`src/rtl/rom_scan_sequencer_pkg.sv`:
```
// Shared types and constants for the lookup-table scan sequencer and its
// downstream table.
package rom_scan_sequencer_pkg;

    typedef enum logic [1:0] {
        IDLE = 2'd0,
        LOAD = 2'd1,
        SEND = 2'd2,
        DONE = 2'd3
    } scan_state_t;

    localparam int unsigned ADDR_W_DEF = 2;
    localparam int unsigned DATA_W_DEF = 8;

    // Contents of array_example, one byte per address, address 0 rightmost.
    localparam logic [3:0][7:0] ROM_TABLE = {8'h08, 8'h04, 8'h02, 8'h01};

    function automatic logic [7:0] rom_entry(input logic [1:0] a);
        return ROM_TABLE[a];
    endfunction

endpackage

```
`src/rtl/rom_scan_sequencer_if.sv`:
```
// Valid/ready byte stream carrying the scanned table contents downstream.
interface rom_scan_sequencer_if
    import rom_scan_sequencer_pkg::*;
#(
    parameter int unsigned DATA_W = DATA_W_DEF
);
    logic [DATA_W-1:0] out_data;
    logic              out_valid;
    logic              out_ready;
    logic              out_last;

    modport master (output out_data, output out_valid, output out_last, input out_ready);
    modport slave  (input out_data, input out_valid, input out_last, output out_ready);
endinterface

```
`src/rtl/rom_scan_sequencer.sv`:
```
// Walks the lookup table in either direction, streams each byte over a
// valid/ready port and accumulates the OR of all delivered bytes.
module rom_scan_sequencer
    import rom_scan_sequencer_pkg::*;
#(
    parameter int unsigned ADDR_W = ADDR_W_DEF,
    parameter int unsigned DATA_W = DATA_W_DEF
) (
    input  logic                 clk,
    input  logic                 rst_n,
    input  logic                 start,
    input  logic                 down,
    input  logic                 abort,
    output logic [ADDR_W-1:0]    rom_addr,
    input  logic [DATA_W-1:0]    rom_data,
    rom_scan_sequencer_if.master out_if,
    output logic [DATA_W-1:0]    acc,
    output logic                 busy,
    output logic                 done
);
    scan_state_t       state, state_n;
    logic [ADDR_W-1:0] cnt, cnt_n;
    logic              dir, dir_n;
    logic [DATA_W-1:0] data_q, data_n;
    logic              valid_q, valid_n;
    logic              last_q, last_n;
    logic [DATA_W-1:0] acc_q, acc_n;
    logic [ADDR_W-1:0] end_addr;
    logic              hs;

    assign end_addr = dir ? '0 : '1;
    assign hs       = valid_q & out_if.out_ready;

    always_ff @(posedge clk) begin
        if (!rst_n) begin
            state   <= IDLE;
            cnt     <= '0;
            dir     <= 1'b0;
            data_q  <= '0;
            valid_q <= 1'b0;
            last_q  <= 1'b0;
            acc_q   <= '0;
        end else begin
            state   <= state_n;
            cnt     <= cnt_n;
            dir     <= dir_n;
            data_q  <= data_n;
            valid_q <= valid_n;
            last_q  <= last_n;
            acc_q   <= acc_n;
        end
    end

    always_comb begin
        state_n = state;
        cnt_n   = cnt;
        dir_n   = dir;
        data_n  = data_q;
        valid_n = valid_q;
        last_n  = last_q;
        acc_n   = acc_q;
        unique case (state)
            IDLE: begin
                if (start && !abort) begin
                    cnt_n   = down ? '1 : '0;
                    dir_n   = down;
                    acc_n   = '0;
                    state_n = LOAD;
                end
            end
            LOAD: begin
                if (abort) begin
                    valid_n = 1'b0;
                    state_n = IDLE;
                end else begin
                    data_n  = rom_data;
                    valid_n = 1'b1;
                    last_n  = (cnt == end_addr);
                    state_n = SEND;
                end
            end
            SEND: begin
                // A handshake coinciding with abort still counts the byte.
                if (hs) begin
                    acc_n   = acc_q | data_q;
                    valid_n = 1'b0;
                end
                if (abort) begin
                    valid_n = 1'b0;
                    state_n = IDLE;
                end else if (hs) begin
                    if (last_q) begin
                        state_n = DONE;
                    end else begin
                        cnt_n   = dir ? cnt - ADDR_W'(1) : cnt + ADDR_W'(1);
                        state_n = LOAD;
                    end
                end
            end
            DONE: begin
                valid_n = 1'b0;
                state_n = IDLE;
            end
            default: state_n = IDLE;
        endcase
    end

    assign rom_addr         = cnt;
    assign out_if.out_data  = data_q;
    assign out_if.out_valid = valid_q;
    assign out_if.out_last  = last_q;
    assign acc              = acc_q;
    assign busy             = (state != IDLE);
    assign done             = (state == DONE);

endmodule

```
`src/flat_wrapper.sv`:
```
// flat-port wrapper written by rule: the top's interface ports become plain ports
module rom_scan_sequencer_flat import rom_scan_sequencer_pkg::*;
#(
    parameter int unsigned ADDR_W = ADDR_W_DEF,
    parameter int unsigned DATA_W = DATA_W_DEF
)
  (clk, rst_n, start, down, abort, rom_addr, rom_data, acc, busy, done, out_if_out_data, out_if_out_valid, out_if_out_last, out_if_out_ready);
  rom_scan_sequencer_if #(.DATA_W(DATA_W)) out_if_i ();
  input  logic clk;
  input  logic rst_n;
  input  logic start;
  input  logic down;
  input  logic abort;
  output logic [ADDR_W-1:0] rom_addr;
  input  logic [DATA_W-1:0] rom_data;
  output logic [DATA_W-1:0] acc;
  output logic busy;
  output logic done;
  output wire logic [$bits(out_if_i.out_data)-1:0] out_if_out_data;
  output wire logic [$bits(out_if_i.out_valid)-1:0] out_if_out_valid;
  output wire logic [$bits(out_if_i.out_last)-1:0] out_if_out_last;
  input wire logic [$bits(out_if_i.out_ready)-1:0] out_if_out_ready;
  assign out_if_out_data = out_if_i.out_data;
  assign out_if_out_valid = out_if_i.out_valid;
  assign out_if_out_last = out_if_i.out_last;
  assign out_if_i.out_ready = out_if_out_ready;
  rom_scan_sequencer #(.ADDR_W(ADDR_W), .DATA_W(DATA_W)) u_core (.clk(clk), .rst_n(rst_n), .start(start), .down(down), .abort(abort), .rom_addr(rom_addr), .rom_data(rom_data), .out_if(out_if_i), .acc(acc), .busy(busy), .done(done));
endmodule
```
`config.mk`:
```
export PLATFORM = sky130hd
export DESIGN_NAME = rom_scan_sequencer_flat
export DESIGN_NICKNAME = d
export VERILOG_FILES = /design/src/rtl/rom_scan_sequencer_pkg.sv /design/src/rtl/rom_scan_sequencer_if.sv /design/src/rtl/rom_scan_sequencer.sv /design/src/flat_wrapper.sv
export SDC_FILE = /design/constraint.sdc
export NUM_CORES = 1
export LEC_CHECK = 0
export ABC_AREA = 1
export BUFFER_PORTS_ARGS = -buffer_cell sky130_fd_sc_hd__buf_2
export CORE_MARGIN = 2
export CORE_UTILIZATION = 50
export DETAILED_ROUTE_END_ITERATION = 10
export HOLD_SLACK_MARGIN = 0.06
export PLACE_DENSITY = 0.9
export SKIP_CTS_REPAIR_TIMING = 1
export SLEW_MARGIN = 40
export SYNTH_ARGS = -nofsm -noshare
export SYNTH_HDL_FRONTEND = slang
export SYNTH_SLANG_ARGS = --single-unit
```
`constraint.sdc`:
```
create_clock -name clk -period 1.6 [get_ports clk]
set_input_delay 0.32 -clock clk [delete_from_list [all_inputs] [get_ports clk]]
set_output_delay 0.32 -clock clk [all_outputs]
set_load 0.02 [all_outputs]
```
Yosys cells after proc, flatten, opt, wreduce, memory -nomap -nowiden
Cells that the tools add are included.
{"block": "totals", "regBits": 23, "latch_bits": 0, "mem_bits_rw": 0, "mem_bits_ro": 0, "output_inout_bits": 22, "n_memories": 0}
{"block": "classes", "addsub": 2, "multipliers": 0, "n_div": 0, "order_cmp": 0, "eq_ne": 9, "shift": 0, "mux": 21, "bitwise_logic": 3, "n_reduce_logical": 12}
{"op": "2-bit 2-to-1 mux", "count": 12}
{"op": "8-bit 2-to-1 mux", "count": 2}
{"op": "8-bit one-hot mux with 2 select lines", "count": 1}
{"op": "8-bit bitwise OR", "count": 1}
{"op": "2-bit one-hot mux with 4 select lines", "count": 1}
{"op": "2-bit AND reduction", "count": 4}
{"op": "5-bit AND reduction", "count": 1}
{"op": "2-bit == test, second input constant", "count": 2}
{"op": "2-bit by 1-bit != test with 1-bit output, second input constant", "count": 2}
{"op": "2-bit != test, second input constant", "count": 2}
{"op": "2-bit one-hot mux with 2 select lines", "count": 1}
{"op": "2-bit nonzero test", "count": 2}
{"op": "1-bit 2-to-1 mux", "count": 3}
{"op": "3-bit by 2-bit != test with 1-bit output, second input constant", "count": 1}
{"op": "1-bit one-hot mux with 3 select lines", "count": 1}
{"op": "3-bit AND reduction", "count": 1}
{"op": "3-bit nonzero test", "count": 1}
{"op": "2-bit by 1-bit adder with 2-bit output, second input constant", "count": 1}
{"op": "2-bit by 1-bit == test with 1-bit output, second input constant", "count": 1}
{"op": "2-bit == test", "count": 1}
{"op": "2-bit zero test", "count": 1}
{"op": "2-bit by 1-bit subtractor with 2-bit output, second input constant", "count": 1}
{"op": "1-bit bitwise AND", "count": 1}
{"op": "1-bit logical AND", "count": 1}
{"op": "other kinds (2)", "count": 2}

Logic depth before layout (Yosys ltp)
Gate-level depths: netlist of run 1.
{"block": "depth", "word_depth": 6, "mapped_depth": 8, "ltp_nobuf": 8}

Worst setup path after synthesis of run 1
No wires, ideal clock.
{"block": "synth_path", "path_kind": "register to register", "from": "reg u_core.valid_q (netlist: u_core.out_if.out_valid)", "to": "reg u_core.cnt[1] (netlist: u_core.rom_addr[1])", "setup_time_ns": 0.112, "arrival_time_ns": 0.991, "setup_slack_ns": 0.498, "stages_incl_launch_ff": 8, "synth_period_minus_slack_ns": 1.102, "cell_sequence": "dfxtp_1 -> nand2_1 -> inv_1 -> nand2_2 -> nand2_4 -> nand3_1 -> nor2_1 -> nor2_1"}
{"block": "synth_between", "elab_chain_len": 3}
{"element": "from (decl)", "line_no": "rom_scan_sequencer.sv:25", "text": "logic valid_q, valid_n;"}
{"element": "from (signal assigned)", "line_no": "rom_scan_sequencer.sv:48", "text": "valid_q <= valid_n;"}
{"element": "1-bit bitwise AND", "line_no": "rom_scan_sequencer.sv:32", "text": "assign hs = valid_q & out_if.out_ready;"}
{"element": "2-bit by 1-bit != test with 1-bit output (no line)"}
{"element": "5-bit AND reduction (no line)"}
{"element": "to (signal assigned)", "line_no": "rom_scan_sequencer.sv:45", "text": "cnt <= cnt_n;"}
{"element": "to (decl)", "line_no": "rom_scan_sequencer.sv:22", "text": "logic [ADDR_W-1:0] cnt, cnt_n;"}
No other way between the ends.
A chain may end at the register's enable or synchronous reset.

Worst setup path after layout of run 1
{"block": "layout_path", "from": "reg u_core.state[1]", "to": "out busy"}
{"block": "layout_between", "elab_chain_len": 1}
{"element": "from (decl)", "line_no": "rom_scan_sequencer.sv:21", "text": "scan_state_t state, state_n;"}
{"element": "from (signal assigned)", "line_no": "rom_scan_sequencer.sv:44", "text": "state <= state_n;"}
{"element": "2-bit nonzero test", "line_no": "rom_scan_sequencer.sv:113", "text": "assign busy = (state != IDLE);"}
{"element": "to (decl)", "line_no": "flat_wrapper.sv:17", "text": "output logic busy;"}
No other way between the ends.

==> results.md, run 1 <==
- Hold Path Origin: rom_data[0]
- Post-layout util: about two thirds
- Final Setup Violations: 0
- Remaining antenna violation count: 0
- Critical path fanouts, max: 6
- Crit path capture type: primary output
- Initial Util: 53.26%
- Ys flop type: dfxtp_1
- WHS Endpoint: u_core.out_if.out_data[0]
- Global route overflow: 0
- CP arrival: 1110 ps
- Fillcell total: 166
- Post-synth EDFFs: 0
- First-pass GRT wire length: 2932 µm
- Aggregate negative setup slack: 0 ps
- CTS tree: built
- Drt first pass iters: 4
- Ys async rst share: 0%
- Yosys top cell by area: dfxtp_1
- Inst Count DP: ~180
- Cts bufs inserted: 3
- Final Non-Filler Cells: around 190
- Die Width: 46.89 µm
- Synth Net Count: 138
- RR Startpoint: u_core.state[0]
- Clock transition at the registers of the reported paths: 130 ps
- Drt wl/cell: 10.56 µm
- Hold path cells: 3
- Top cells by area, synth: dfxtp_1 50%, nor2_1 13%, nand2_1 8.2%, a21oi_1 6.5%, o21ai_0 5.4%
- Num rows: 15
- Initial antenna violation count: 0
- MaxCap Viol Count: 0
- # IOs: 36
- Nets: 177
- Vias per cell: 4.893
- Worst setup path class: flop to primary output
- Mean post-synth cell area: 7.416 µm²
- Leak: 0.6124 nW
- Yosys top cell area share: between 50% and 60%
- Crit path launch: u_core.state[1]
- Area post-placement: 0.001115 mm²
- CTS root buffer: clkbuf_4
- Worst r2r dst: u_core.out_if.out_data[7]
- Synthesized flop and latch total: 23
- Core area: approximately 0.0017 mm²
- Largest net degree at the start of global routing: 16
- Worst EP required: roughly 1300 ps
- I/O Buffers: 35
- Hold Vio Cnt, Final: 0
- All-layer global routing usage: 18.81%
- Register area share after synthesis: 50.07%
- Max frequency: between 700 and 800 MHz
- Clock Path Buffers: 2
- Status: finished clean
- Worst-Skew Late Latency: 310 ps
- Vias: 915
- Post-Synthesis Cells: 124
- Hold Crit Class: primary input to flop
- Netlist cell types: 18
- Min Hold Slack: 225.7 ps
- Routability Congestion: approximately 0.85
- Synth Cell Area: 919.6 µm²
- Setup crit start kind: flop
- Final Slew Violations: 0
- Crit path time final: 1428 ps
- Area growth syn-to-layout: 24.22%
- Clk_skew: 7.920 ps
- Top-count cell post-synth: nor2_1
- Layout cells sized above 1: 29.01%
- Cell Pwr Density: 877.1 mW/mm²
- R2R cell count: 5
- Diodes inserted: 0
- Vias in the first global route: 692
- Post-synth top cells: 32 x nor2_1, 23 x dfxtp_1, 20 x nand2_1
- Final instance area: 0.001142 mm²
- Final Cycle Share: 89.24%
- DRT Wirelength: 1974 µm
- Die ar.: approximately 0.0022 mm²
- Placed wire-length estimate: 1480 µm
- H-tree levels: 1
- Slack of the worst reg-to-reg path: 330 ps
- Worst-margin pin slew: 388.3 ps
- Die H: roughly 47 µm
- Peak VDD IR: 0.6146 mV
- Unrepaired setup endpoints after global routing: false
- Max_slew headroom: 73.97%
- Count of warnings emitted by yosys: 0
- Iter 0 DRT Violations: 24
- Clock sinks: 23
- DRC: 0
metrics by stage:
stage                     total power [mW]  worst slack [ps]
final                                1.002             172.2
after global routing                 1.056             90.50
after CTS                            1.009             175.6
after detailed placement            0.7505             346.5
after global placement              0.7463             390.0
after floorplan                     0.7013             497.9
layout make-up:
class	count	area, µm²	area share [%]
Clock buffer	3	22.52	1.972
Tap cell	25	31.28	2.738
Timing Repair Buffer	36	182.7	15.99
Clock inverter	1	5.005	0.4381
Multi-Input combinational cell	87	395.4	34.61
Inverter	12	45.04	3.943
Sequential cell	23	460.4	40.31
how the worst max path moves through the flow:
stage	endpoint	slack [ps]	cells past startpoint
finish	busy	170	3
detailed placement	u_core.out_if.out_data[7]	350	5
global placement	u_core.rom_addr[1]	390	7
floorplan	u_core.rom_addr[1]	500	7
global route	busy	90	3
CTS	busy	180	3
cell families (layout without fill, tap and decap cells):
kind of cell | after synthesis | after routing | synth area share [%]
buf+inv | 14 | 52 | 6.939
flops | 23 | 23 | 50.07
compound gates | 24 | 24 | 13.47
simple gates | 63 | 63 | 29.52
metal layers:
layer  track usage [%]  routed length (µm)  up-vias
met2             28.49                 918       37
met3             4.615                 119        3
met5                 0                   0        -
met4             5.000                  16        0
met1             26.99                 920      405
li1                  -                   -      470
sequential cells by signal, indices dropped and copies added (netlist names):
| name | count |
|---|---|
| u_core.dir | 1 |
| u_core.out_if.out_last | 1 |
| u_core.acc | 8 |
| u_core.state | 2 |
| u_core.out_if.out_data | 8 |
| u_core.rom_addr | 2 |
| u_core.out_if.out_valid | 1 |
layout by cell type (no fill, tap or decap), drive strengths merged:
cell / synthesis / final
a21oi: 12 / 12
o2111ai: 1 / 1
nand4: 1 / 1
dfxtp: 23 / 23
inv: 12 / 12
buf: 2 / 36
nor2: 33 / 33
clkbuf: 0 / 3
nand2: 23 / 23
nand3: 5 / 5
nor3: 1 / 1
clkinv: 0 / 1
o21ai: 11 / 11
where the power goes:
| part | switching, mW | total, mW | internal [mW] |
|---|---|---|---|
| sequential | 0.0160 | 0.607 | 0.591 |
| clock | 0.171 | 0.264 | 0.0934 |
| combinational | 0.0847 | 0.131 | 0.0458 |
| total | 0.271 | 1.00 | 0.731 |
critical path, cell delays in order, from the launching register on:
cell	delay, ps
dfxtp_1	380
nor2_1	180
inv_1	80
buf_2	160
(Power assumes the default switching activity.)
==> inputs of run 2 (changes only) <==
--- a/config.mk
+++ b/config.mk
@@ -7,11 +7,13 @@
 export LEC_CHECK = 0
 export ABC_AREA = 1
 export BUFFER_PORTS_ARGS = -buffer_cell sky130_fd_sc_hd__buf_2
-export CORE_MARGIN = 2
-export CORE_UTILIZATION = 50
+export CELL_PAD_IN_SITES_DETAIL_PLACEMENT = 1
+export CELL_PAD_IN_SITES_GLOBAL_PLACEMENT = 1
+export CORE_MARGIN = 3
+export CORE_UTILIZATION = 34
 export DETAILED_ROUTE_END_ITERATION = 10
 export HOLD_SLACK_MARGIN = 0.06
-export PLACE_DENSITY = 0.9
+export PLACE_DENSITY = 0.88
 export SKIP_CTS_REPAIR_TIMING = 1
 export SLEW_MARGIN = 40
 export SYNTH_ARGS = -nofsm -noshare
==> run 2 against run 1 <==
Net effect:
- register-to-register slack about the same
- non-clock buffer count unchanged
- clock-buffer cell count unchanged
- first-iteration DRC count decreased by 46%
- hold slack improved by 1.6 ps
- cell count increased by 2.7%
- via count increased by 4.0%
- total power increased by 0.88%
- die area increased by 53%
- critical path type unchanged
- largest power group unchanged
==> results.md, run 2 (synthesized netlist as in run 1, its figures left out) <==
- Status: finished clean
- Clk_skew: 2.651 ps
- Inst Count DP: 188
- CTS root buffer: clkbuf_4
- CTS tree: built
- Hold Crit Class: primary input to flop
- Vias: between 900 and 1,000
- Initial Util: roughly 36%
- Most frequent cells in the layout: 35 x buf_2, 32 x nor2_1, 23 x dfxtp_1, 20 x nand2_1, 12 x a21oi_1
- Final Cycle Share: around 93%
- Slack of the worst reg-to-reg path: 320 ps
- Worst-Skew Late Latency: 310 ps
- Clock sinks: 23
- Cell Pwr Density: 880.0 mW/mm²
- Drt wl/cell: 13.76 µm
- Critical path fanouts, max: 6
- Global route overflow: 0
- Total power: around 1.0 mW
- Final Non-Filler Cells: around 190
- Cts bufs inserted: 3
- RR Startpoint: u_core.state[1]
- Leak: 0.6124 nW
- Remaining antenna violation count: 0
- Peak VDD IR: 0.5649 mV
- Min Hold Slack: 227.3 ps
- Initial antenna violation count: 0
- Die Width: 58.01 µm
- PnR worst setup slack: 111.9 ps
- Worst EP required: approximately 1300 ps
- Aggregate negative setup slack: 0 ps
- Drt first pass iters: 4
- R2R cell count: 6
- Final Slew Violations: 0
- Clock Path Buffers: 2
- Nets: 177
- Unrepaired setup endpoints after global routing: false
- Max frequency: 672.0 MHz
- Die H: about 58 µm
- Hold Vio Cnt, Final: 0
- DRT Wirelength: 2642 µm
- Vias per cell: roughly 5.0
- All-layer global routing usage: 16.92%
- CP arrival: between 1000 and 1500 ps
- Hold path cells: 3
- Area growth syn-to-layout: 24.90%
- Placed wire-length estimate: 2091 µm
- Crit path time final: 1488 ps
- Largest net degree at the start of global routing: 16
- Routability Congestion: roughly 0.7
- Final Setup Violations: 0
- Hold Path Origin: rom_data[3]
- # IOs: 36
- Most common cell after layout, fill and taps aside: buf_2
- Post-layout util: 45.54%
- MaxCap Viol Count: 0
- Worst r2r dst: u_core.rom_addr[1]
- Diodes inserted: 0
- Layout cells sized above 1: 29.01%
- Core area: 0.002522 mm²
- Crit path capture type: primary output
- Area post-placement: 0.001121 mm²
- I/O Buffers: 35
- Vias in the first global route: 1,010
- DRC: 0
- Worst-margin pin slew: 271.6 ps
- Final instance area: about 0.0011 mm²
- H-tree levels: 1
- Setup crit start kind: flop
- Clock transition at the registers of the reported paths: 130 ps
- Pre-CTS WS: 320.2 ps
- Worst setup path class: flop to primary output
- Die ar.: 0.003365 mm²
- WHS Endpoint: u_core.out_if.out_data[3]
- Iter 0 DRT Violations: 13
- First-pass GRT wire length: 4374 µm
- Num rows: 18
- Max_slew headroom: 81.85%
-- run 2: critical path, cell delays in order (launching register included) --
cell,delay [ps]
dfxtp_1,380
nor2_1,210
inv_1,100
buf_2,170
-- run 2: final cells by class --
class | count | area [µm²]
fillers | 344 | 1374
flip-flops and latches | 23 | 460.4
multi-input cells | 87 | 395.4
repair buffers | 36 | 182.7
inverters | 12 | 45.04
clock buffers | 3 | 22.52
well taps | 30 | 37.54
clock inverters | 1 | 5.005
-- run 2: worst max path at each step --
stage / startpoint / to / slack (ps)
after floorplan: u_core.out_if.out_valid / u_core.rom_addr[1] / 500
after global placement: abort / u_core.rom_addr[1] / 450
after detailed placement: u_core.state[1] / u_core.rom_addr[1] / 320
after CTS: u_core.state[1] / busy / 100
after global routing: u_core.state[1] / busy / 20
final: u_core.state[1] / busy / 110
-- run 2: where the power goes --
part,internal [mW],switching (mW),total [mW]
Sequential,0.592,0.0160,0.608
Combinational,0.0459,0.0901,0.136
Clock,0.0933,0.174,0.267
-- run 2: layer usage --
| layer | vias up | share of wire (%) | global-route usage [%] |
|---|---|---|---|
| li1 | 471 | - | - |
| met1 | 451 | 43 | 19.75 |
| met2 | 26 | 51 | 31.61 |
| met3 | 4 | 5.1 | 2.004 |
| met4 | 0 | 1.1 | 5.629 |
| met5 | - | 0 | 0 |
==> inputs of run 3 (changes only) <==
--- a/config.mk
+++ b/config.mk
@@ -13,7 +13,7 @@
 export CORE_UTILIZATION = 34
 export DETAILED_ROUTE_END_ITERATION = 10
 export HOLD_SLACK_MARGIN = 0.06
-export PLACE_DENSITY = 0.88
+export PLACE_DENSITY = 0.81
 export SKIP_CTS_REPAIR_TIMING = 1
 export SLEW_MARGIN = 40
 export SYNTH_ARGS = -nofsm -noshare
==> run 3 against run 2 <==
Net effect:
- sequential share of layout area unchanged
- hold slack worse by 1.8 ps
- total power up 0.54%
- setup slack better by 48 ps
- die area is the same
- largest power group unchanged
- fmax is 3.4% higher
- cell count unchanged
- clock-buffer cell count unchanged
- critical path depth unchanged
- cell area unchanged
- non-clock buffer count did not move
==> results.md, run 3 (synthesized netlist as in run 1, its figures left out) <==
- Vias: 948
- DRT Wirelength: 2556 µm
- Worst setup path class: flop to primary output
- Unrepaired setup endpoints after global routing: false
- Drt wl/cell: 13.31 µm
- Worst EP required: 1280 ps
- Buffer and inverter count on the worst path: 2
- Min Hold Slack: 225.5 ps
- Nets: ~180
- Status: finished clean
- Clock sinks: 23
- Critical path fanouts, max: 6
- Most frequent cells in the layout: 35 x buf_2, 32 x nor2_1, 23 x dfxtp_1, 20 x nand2_1, 12 x a21oi_1
- Setup crit start kind: flop
- Clock transition at the registers of the reported paths: approximately 130 ps
- Max frequency: just under 700 MHz
- Largest net degree at the start of global routing: 16
- Vias per cell: 4.938
- CP arrival: between 1000 and 1500 ps
- Initial Util: 36.46%
- Area post-placement: 0.001121 mm²
- Initial antenna violation count: 0
- Global route overflow: 0
- Leak: 0.6124 nW
- Layout cells sized above 1: 29.01%
- First-pass GRT wire length: 4243 µm
- DRC: 0
- Area growth syn-to-layout: 24.90%
- Worst path cell trace: nor2_1, inv_1, buf_2
- Most common cell after layout, fill and taps aside: buf_2
- Diodes inserted: 0
- H-tree levels: 1
- Pre-CTS WS: 378.6 ps
- Largest stage delay on the critical path: 380 ps
- Iter 0 DRT Violations: 14
- Cts bufs inserted: 3
- Core area: 0.002522 mm²
- CTS root buffer: clkbuf_4
- Worst-margin pin slew: about 290 ps
- Crit-path slowest cell: dfxtp_1
- I/O Buffers: 35
- Final instance area: 0.001149 mm²
- Clk_skew: 4.185 ps
- MaxCap Viol Count: 0
- Die H: 58.01 µm
- Final Cycle Share: ~90%
- Die Width: ~58 µm
- RR Startpoint: u_core.state[1]
- Hold Crit Class: primary input to flop
- CTS tree: built
- Vias in the first global route: 970
- Max_slew headroom: 80.95%
- Peak VDD IR: 0.5857 mV
- Fillcell total: 349
- Final Slew Violations: 0
- # IOs: 36
- Crit path time final: 1440 ps
- Drt first pass iters: 4
- Worst-Skew Late Latency: 310 ps
- Cell Pwr Density: between 800 and 900 mW/mm²
- Crit path launch: u_core.state[1]
- Remaining antenna violation count: 0
- Hold Vio Cnt, Final: 0
- Hold Path Origin: rom_data[2]
- Die ar.: 0.003365 mm²
- Aggregate negative setup slack: 0 ps
- Final Setup Violations: 0
- All-layer global routing usage: between 15 and 20%
- Top delay family on crit path: flip-flops
- Routability Congestion: between 0.7 and 0.8
- Clock Path Buffers: 2
- PnR worst setup slack: 160.1 ps
- Placed wire-length estimate: between 1500 and 2000 µm
- Crit path capture type: primary output
- Num rows: 18
[run 3: cell counts in the layout (fill, tap and decap cells not counted)]
No cell type changed its count.
[run 3: final cells by class]
cell class / count / area [µm²] / share of cell area [%]
sequential: 23 / 460.4 / 40.09
timing repair buffer: 36 / 182.7 / 15.90
tap: 30 / 37.54 / 3.268
inverter: 12 / 45.04 / 3.922
multi-input combinational: 87 / 395.4 / 34.42
clock inverter: 1 / 5.005 / 0.4357
clock buffer: 3 / 22.52 / 1.961
[run 3: metrics by stage]
stage          power, mW  cells  utilization, %
2_1_floorplan     0.7013    124               -
3_3_place_gp      0.7486    188           44.44
3_5_place_dp      0.7564    188           44.44
4_1_cts            1.025    192           45.54
5_1_grt            1.073    192           45.54
6_report           1.016    192           45.54
[run 3: path summary, 6_finish.rpt]
| path | endpoint | slack (ps) | depth (start not counted) |
|---|---|---|---|
| worst max-delay path | busy | 160 | 3 |
| worst min-delay path | u_core.out_if.out_data[2] | 230 | 3 |
| worst max register to register | u_core.rom_addr[1] | 370 | 6 |
| worst min register to register | u_core.out_if.out_valid | 490 | 2 |
[run 3: power by group]
part	internal, mW	total (mW)	switching, mW
registers	0.592	0.609	0.0169
logic	0.0458	0.134	0.0883
clock network	0.0933	0.274	0.180
[run 3: tightest hold or removal path: cells and delay by family]
| family | cells | cell delay, ps |
|---|---|---|
| simple gates | 2 | 120 |
| buf+inv | 1 | 70 |
[run 3: layer usage]
metal,vias to the layer above,track usage (%),share of wire (%)
met5,-,0,0
met4,0,5.298,0.55
met3,2,3.563,5.4
met2,24,29.35,53
met1,452,18.66,41
li1,470,-,-
